[config.mk]
export PLATFORM = sky130hd
export DESIGN_NAME = ifetch_queue
export DESIGN_NICKNAME = d
export VERILOG_FILES = /design/src/rtl/ifetch_queue.sv
export SDC_FILE = /design/constraint.sdc
export NUM_CORES = 1
export LEC_CHECK = 0
export BUFFER_PORTS_ARGS = -buffer_cell sky130_fd_sc_hd__buf_4
export CORE_MARGIN = 2
export CORE_UTILIZATION = 54
export CTS_BUF_LIST = sky130_fd_sc_hd__clkbuf_4
export CTS_CLUSTER_DIAMETER = 100
export DETAILED_ROUTE_END_ITERATION = 8
export PLACE_DENSITY = 0.76
export SYNTH_ARGS = -nofsm -noshare
export SYNTH_HDL_FRONTEND = slang
export SYNTH_SLANG_ARGS = --single-unit
[constraint.sdc]
create_clock -name clk -period 4.5 [get_ports clk]
set_input_delay 0.675 -clock clk [delete_from_list [all_inputs] [get_ports clk]]
set_output_delay 0.675 -clock clk [all_outputs]
set_load 0.1 [all_outputs]
[src/rtl/ifetch_queue.sv]
// Instruction-fetch unit: PC sequencing and redirects, a single-outstanding
// instruction-memory handshake, and a small FIFO of fetched words toward decode.
module ifetch_queue #(
  parameter int                ADDR_W   = 32,
  parameter int                DATA_W   = 32,
  parameter int                OFFSET_W = 16,
  parameter int                DEPTH    = 4,
  parameter logic [ADDR_W-1:0] RESET_PC = '0
) (
  input  logic                clk,
  input  logic                reset,
  input  logic                fetch_en,
  input  logic                is_branch,
  input  logic [ADDR_W-1:0]   branch_pc,
  input  logic [OFFSET_W-1:0] branch_offset,
  input  logic                is_jump,
  input  logic [ADDR_W-1:0]   jump_addr,
  output logic                imem_req,
  output logic [ADDR_W-1:0]   imem_addr,
  input  logic                imem_rvalid,
  input  logic [DATA_W-1:0]   imem_rdata,
  output logic                inst_valid,
  output logic [DATA_W-1:0]   inst_data,
  output logic [ADDR_W-1:0]   inst_pc,
  input  logic                inst_ready
);

  localparam int                PTR_W = $clog2(DEPTH);
  localparam int                CNT_W = PTR_W + 1;
  localparam int                SHIFT = $clog2(DATA_W / 8);
  localparam logic [ADDR_W-1:0] INC   = ADDR_W'(DATA_W / 8);
  localparam logic [CNT_W-1:0]  FULL  = CNT_W'(DEPTH);

  typedef enum logic [1:0] {
    IDLE,
    FETCH,
    DRAIN
  } state_t;

  state_t             state, state_n;
  logic [ADDR_W-1:0]  pc, pc_n, addr_n;
  logic [ADDR_W-1:0]  off_ext, branch_target, target;
  logic               redirect, push, pop;
  logic [PTR_W-1:0]   wr_ptr, rd_ptr;
  logic [CNT_W-1:0]   count, count_after;
  logic [DATA_W-1:0]  data_q [DEPTH];
  logic [ADDR_W-1:0]  pc_q   [DEPTH];

  // Offset is sign-extended to the full address width before scaling to bytes.
  assign off_ext       = ADDR_W'($signed(branch_offset));
  assign branch_target = branch_pc + (off_ext << SHIFT);
  assign target        = is_jump ? jump_addr : branch_target;
  assign redirect      = is_branch | is_jump;

  assign push        = (state == FETCH) & imem_rvalid & ~redirect;
  assign pop         = inst_valid & inst_ready & ~redirect;
  assign count_after = count + CNT_W'(push) - CNT_W'(pop);

  assign imem_req   = (state != IDLE);
  assign inst_valid = (count != '0);
  assign inst_data  = inst_valid ? data_q[rd_ptr] : '0;
  assign inst_pc    = inst_valid ? pc_q[rd_ptr] : '0;

  // NOTE: every variable gets a default first so no path leaves one unassigned (no latch).
  always_comb begin
    state_n = state;
    pc_n    = pc;
    addr_n  = imem_addr;
    if (redirect) begin
      pc_n = target;
      unique case (state)
        IDLE: begin
          if (fetch_en) begin
            state_n = FETCH;
            addr_n  = target;
          end
        end
        default: begin
          // A request already on the bus must keep its address until answered.
          if (imem_rvalid) begin
            state_n = fetch_en ? FETCH : IDLE;
            if (fetch_en) addr_n = target;
          end else begin
            state_n = DRAIN;
          end
        end
      endcase
    end else begin
      unique case (state)
        IDLE: begin
          if (fetch_en && count < FULL) begin
            state_n = FETCH;
            addr_n  = pc;
          end
        end
        FETCH: begin
          if (imem_rvalid) begin
            pc_n = pc + INC;
            if (fetch_en && count_after < FULL) begin
              addr_n = pc + INC;
            end else begin
              state_n = IDLE;
            end
          end
        end
        DRAIN: begin
          if (imem_rvalid) begin
            state_n = fetch_en ? FETCH : IDLE;
            if (fetch_en) addr_n = pc;
          end
        end
        default: state_n = IDLE;
      endcase
    end
  end

  // NOTE: sequential state uses non-blocking assignments so all registers update together.
  always_ff @(posedge clk or posedge reset) begin
    if (reset) begin
      state     <= IDLE;
      pc        <= RESET_PC;
      imem_addr <= RESET_PC;
      wr_ptr    <= '0;
      rd_ptr    <= '0;
      count     <= '0;
    end else begin
      state     <= state_n;
      pc        <= pc_n;
      imem_addr <= addr_n;
      if (redirect) begin
        wr_ptr <= '0;
        rd_ptr <= '0;
        count  <= '0;
      end else begin
        if (push) wr_ptr <= wr_ptr + PTR_W'(1);
        if (pop)  rd_ptr <= rd_ptr + PTR_W'(1);
        count <= count_after;
      end
    end
  end

  // NOTE: FIFO storage is not reset; the head outputs are masked while the FIFO is empty.
  always_ff @(posedge clk) begin
    if (push) begin
      data_q[wr_ptr] <= imem_rdata;
      pc_q[wr_ptr]   <= pc;
    end
  end

endmodule

# Word level (Yosys, flattened, before mapping)
# Memory sizes are Yosys's and may differ from the RTL's.
# Cells that the tools add are included.
[totals]
mem_count = 2
wordCells = 78
ramBits = 256
ff_bits = 73
latch_bits = 0
rom_bits = 0
[classes]
addsub = 6
eq_ne = 10
n_mux = 33
reduce_logical = 13
bitwise_logic = 6
div = 0
order_cmp = 2
multipliers = 0
shift = 0
[mem_list]
columns = ["name", "depth", "width", "read_ports", "rd_ports_with_merged_regs", "wr", "line", "source"]
rows = [
  ["data_q", 4, 32, 1, 0, 1, "46", "logic [DATA_W-1:0] data_q [DEPTH];"],
  ["pc_q", 4, 32, 1, 0, 1, "47", "logic [ADDR_W-1:0] pc_q [DEPTH];"],
]
[ops]
columns = ["cell", "n"]
rows = [
  ["$mux 32", 15],
  ["$pmux 32 s3", 1],
  ["$add 32x3->32 const B", 1],
  ["$add 32x32->32", 1],
  ["$mux 2", 12],
  ["$ne 3x3->1 const B", 6],
  ["$reduce_bool 2->1", 5],
  ["$reduce_and 7->1", 1],
  ["$lt 3x3->1 const B", 2],
  ["$ne 3x2->1 const B", 2],
  ["$pmux 2 s3", 1],
  ["$reduce_and 5->1", 1],
  ["$add 2x1->2 const B", 2],
  ["$and 1x1->1", 4],
  ["$reduce_bool 4->1", 1],
  ["$add 3x1->3", 1],
  ["$mux 1", 3],
  ["$mux 3", 1],
  ["$reduce_bool 3->1", 1],
  ["$sub 3x1->3", 1],
  ["$eq 2x1->1 const B", 1],
  ["$eq 2x2->1 const B", 1],
  ["$logic_and 1x1->1", 2],
  ["$logic_not 2->1", 1],
  ["other kinds (3)", 3],
]

# Longest topological paths before layout
[logic_depth]
depth_word = 11
ltp_mapped = 20

# Least setup slack after synthesis
# No wires, ideal clock.
[synth_timing]
path_kind = "input-to-reg"
from = "input port is_jump"
to = "register imem_addr[13]"
setup_time_ps = 135
stages = 20
t_arrival_ps = 4272
slack_ps = 93
required_ps = 4365
cell_sequence = "clkbuf_1 or2_2 clkbuf_1 clkbuf_1 clkbuf_1 nor2_1 ha_1 inv_1 ha_1 inv_1 fa_1 xor2_1 xnor2_1 nand2_1 a21oi_1 o21ai_0 a21oi_1 buf_2 buf_2 a31oi_1"
[synth_via]
elab_chain_len = 9
elab_cells_between_ends = 21
[synth_rtl]
columns = ["element", "line", "source"]
rows = [
  ["start: declaration", "16", "input logic is_jump,"],
  ["$or 1x1->1", "53", "assign redirect = is_branch | is_jump;"],
  ["$not 1->1", "55, 56", ""],
  ["$and 1x1->1", "55", "assign push = (state == FETCH) & imem_rvalid & ~redirect;"],
  ["$add 3x1->3", "57", "assign count_after = count + CNT_W'(push) - CNT_W'(pop);"],
  ["$sub 3x1->3", "57", ""],
  ["$lt 3x3->1", "99", "if (fetch_en && count_after < FULL) begin"],
  ["$logic_and 1x1->1", "99", ""],
  ["$ne 3x2->1 (no line)", "n/a", ""],
  ["$reduce_and 7->1 (no line)", "n/a", ""],
  ["end signal: assignment", "129", "imem_addr <= addr_n;"],
  ["end: declaration", "19", "output logic [ADDR_W-1:0] imem_addr,"],
]
# Parallel ways exist; a longest one is shown, timed or not. The select of a mux whose other input is x is not followed.
# A chain may end at the register's enable or synchronous reset.

# Worst setup path in the final report
[layout_timing]
from = "register count[1]"
to = "register imem_addr[22]"
[layout_via]
elab_chain_len = 8
elab_cells_between_ends = 12
[layout_rtl]
columns = ["element", "line", "source"]
rows = [
  ["start: declaration", "45", "logic [CNT_W-1:0] count, count_after;"],
  ["start signal: assignment", "137", "count <= count_after;"],
  ["parallel branches: the longest is 7 deep, another holds $add 3x1->3", "n/a", ""],
  ["$reduce_and 7->1 (no line) (*)", "n/a", ""],
]
# Every way passes the cells marked *.

==> impl_metrics.csv <==
group,metric,value,unit
global_routing,grt-ovfl-total,0,
finish,final_cell_mix,"edfxtp_1 (256), buf_4 (231), clkbuf_4 (115)",
clock_network,clockBufferDepth,3,
clock_network,cts_sinks,329,
sta,clock.fmax,0.269,GHz
clock_network,cts_made_buffers,76,
finish,finalInstanceArea,18700,sq um
power,swShare,0.381,
synthesis,syn-cell-area,15800,sq um
detailed_routing,drtPass1Iterations,6,
sta,fin_skew,0.0407,ns
floorplan,die_h,175,um
synthesis,syn_nets,1353,
floorplan,rows,62,
floorplan,core_area,28800,sq um
clock_network,htreeDepth,3,
clock_network,cts_setup_buffers,0,
outcome,status,"completed",
synthesis,ys_ff_latch,329,
synthesis,synth_top_area_share,0.486,
synthesis,synth_top_area_cell,"edfxtp_1",
sta,relSlewSlack,0.328,
finish,multi_input_area,5960,sq um
min_path,worst_hold_path_type,"primary input to async pin",
synthesis,avgSynthCellArea,13.2,sq um
floorplan,start_util,0.550,
sta,finalHoldViolations,0,
sta,fin_crit,3.72,ns
detailed_routing,route.detailed.drc,0,
detailed_routing,drtIter0Drc,862,
worst_setup_path,end_kind,"flip-flop",
synthesis,yosys_warnings,0,
detailed_routing,wirelength,37.5,mm
worst_setup_path,worstSetupPathType,"flip-flop to flip-flop",
power,clkPwrFrac,0.260,
global_routing,antenna_found_initial,1,
synthesis,yosys.cell_types.count,67,
power,leakage,7.06,nW
detailed_routing,avgViaCountPerCell,5.85,
worst_setup_path,r2r_slack,0.78,ns
finish,fillCellCount,2196,
power,combPwrFrac,0.299,
global_routing,grt_first_pass_wirelength,58.8,mm
global_routing,grt_pass1_vias,11000,
sta,finalSetupViolations,0,
synthesis,synth_area_leaders,"edfxtp_1 (49%), dfrtp_1 (12%), mux4_2 (9.1%), and2_1 (2.9%), ha_1 (2.8%)",
synthesis,synth-main-ff-cell,"edfxtp_1",
worst_setup_path,timing.rr.start,"count[1]",
worst_setup_path,rr_worst_depth,16,
sta,slew_violations,0,
power,ir_drop,0.240,mV
finish,drive_gt1_frac,0.295,
sta,worst_pin_slew,1.01,ns
global_routing,grtUsageTotal,0.247,
job,drv_cap,0,
clock_network,cts-resized-gates,0,
power,power.switching,3.30,mW
sta,setup_tns,0,ns
power,p_per_area,464,nW/um^2
place,io_buffers,216,
clock_network,cts_tree,"yes",
global_routing,grt_max_degree,67,
finish,fin_nets,1594,
place,dpl_cell_area,17800,sq um
finish,regArea,9520,sq um
synthesis,synth_edf_count,256,
synthesis,ys_async_sr_fraction,0.222,
place,place.gp.congestion,0.905,
worst_setup_path,critPathMaxFanout,61,
power,p_int,5.37,mW
detailed_routing,ant_nets,0,
sta,period_share,0.827,
detailed_routing,avgRoutedWirePerCell,20.0,um
floorplan,die_x,175,um
power,p_seq_frac,0.441,
clock_network,hold_buffers,0,
floorplan,die-area,30700,sq um
clock_network,root_buffer,"clkbuf_4",
detailed_routing,num_vias,11000,
worst_setup_path,arrival,4.24,ns
worst_setup_path,r2r_end,"imem_addr[22]",
worst_setup_path,crit_path_start_kind,"flip-flop",
synthesis,yosysSeqAreaShare,0.601,
finish,final_common_cell,"edfxtp_1",
finish,syn_to_final_growth,18.2,%
worst_setup_path,required,5.02,ns
sta,rsz0062_at_grt,"no",
floorplan,floorplan.io_pins,217,
synthesis,netlist_instances,1196,
place,post-dp-hpwl,25.3,mm
clock_network,clk_latency,0.67,ns
clock_network,cts.clk_slew.worst_paths,0.07,ns
==> flip-flops by register name (all words and copies together) (netlist names) <==
| signal | cells |
|---|---|
| pc | 32 |
| imem_addr | 32 |
| count | 3 |
| rd_ptr | 2 |
| wr_ptr | 2 |
| pc_q | 128 |
| state | 2 |
| data_q | 128 |
==> cell type report <==
class                   instances  share of cell area
flip-flops and latches        329               0.509
multi-input cells             785               0.319
repair buffers                232              0.0938
clock buffers                 115              0.0462
well taps                     384              0.0257
clock inverters                17             0.00388
inverters                      13             0.00261
diodes                          1            0.000134
==> cells by family after synthesis <==
family	synth area share
fa+ha+maj	0.0310
xor+xnor	0.0376
flops	0.601
simple gates	0.115
buf+inv	0.0247
compound gates	0.0954
mux	0.0952
==> synthesized netlist by cell type, types with 3 or more instances <==
| master | instances |
|---|---|
| ha_1 | 36 |
| edfxtp_1 | 256 |
| a41oi_1 | 3 |
| a222oi_1 | 3 |
| buf_1 | 12 |
| a21o_1 | 17 |
| xor2_1 | 29 |
| nand3_1 | 27 |
| and4_1 | 4 |
| o31ai_1 | 3 |
| nand4_1 | 17 |
| nor2b_1 | 4 |
| nand3b_1 | 3 |
| nor2_1 | 102 |
| o22a_1 | 4 |
| nor3_1 | 11 |
| mux4_2 | 64 |
| clkbuf_1 | 41 |
| o21ai_1 | 5 |
| nand2b_1 | 5 |
| o21ai_0 | 44 |
| a21oi_1 | 60 |
| a22oi_1 | 15 |
| a31oi_1 | 36 |
| mux2_2 | 3 |
| xnor2_1 | 39 |
| or3_1 | 3 |
| and2_1 | 74 |
| and3_1 | 13 |
| buf_2 | 5 |
| a211oi_1 | 7 |
| dfrtp_1 | 73 |
| o21a_1 | 13 |
| nand2_1 | 105 |
| clkbuf_8 | 4 |
| inv_1 | 13 |
==> power groups by stage <==
stage	logic (mW)	clock network, mW	registers [mW]
2_1_floorplan	0.904	0	4.83
3_3_place_gp	2.56	0	3.88
3_5_place_dp	2.59	0	3.88
4_1_cts	2.59	2.30	3.83
5_1_grt	2.73	2.46	3.86
6_report	2.59	2.25	3.83
==> worst max-delay path by stage <==
stage | to | slack, ns | from | cells after the start
finish | imem_addr[22] | 0.78 | count[1] | 16
global route | imem_addr[22] | 0.53 | count[1] | 16
global placement | imem_addr[22] | 0.68 | is_branch | 16
detailed placement | imem_addr[22] | 0.61 | is_branch | 16
CTS | imem_addr[22] | 0.78 | count[1] | 16
floorplan | imem_addr[13] | 0.09 | is_jump | 20
==> routing by layer <==
layer / up-vias / global-route usage / wire, um
met5: - / 0 / 0
met1: 5415 / 0.342 / 15900
met2: 465 / 0.395 / 17900
met4: 0 / 0.0736 / 604
met3: 52 / 0.0546 / 3110
li1: 5038 / - / -
==> critical path, stage by stage, from the launching register on <==
cell and delay, ns:
dfrtp_1 0.42, or3_2 0.50, nand2_1 0.12, nor2_1 0.05, ha_1 0.26, inv_1 0.06, ha_1 0.13, inv_1 0.05
fa_1 0.37, xor2_1 0.16, xnor2_1 0.24, nand2_1 0.09, a21oi_1 0.16, o21ai_0 0.15, a21oi_4 0.20, buf_12 0.27
mux2_2 0.37
==> through the flow <==
| step | hold WS (ns) | setup WS, ns | total power, mW | utilization | instances |
|---|---|---|---|---|---|
| floorplan | 0.471 | 0.0927 | 5.73 | - | 1196 |
| global placement | 0.520 | 0.685 | 6.44 | 0.617 | 1743 |
| detailed placement | 0.523 | 0.611 | 6.47 | 0.617 | 1743 |
| CTS | 0.0408 | 0.775 | 8.72 | 0.650 | 1875 |
| global route | 0.0830 | 0.533 | 9.05 | 0.650 | 1876 |
| finish | 0.0700 | 0.778 | 8.67 | 0.650 | 1876 |
Note: power is estimated with default switching activity, not from simulation.
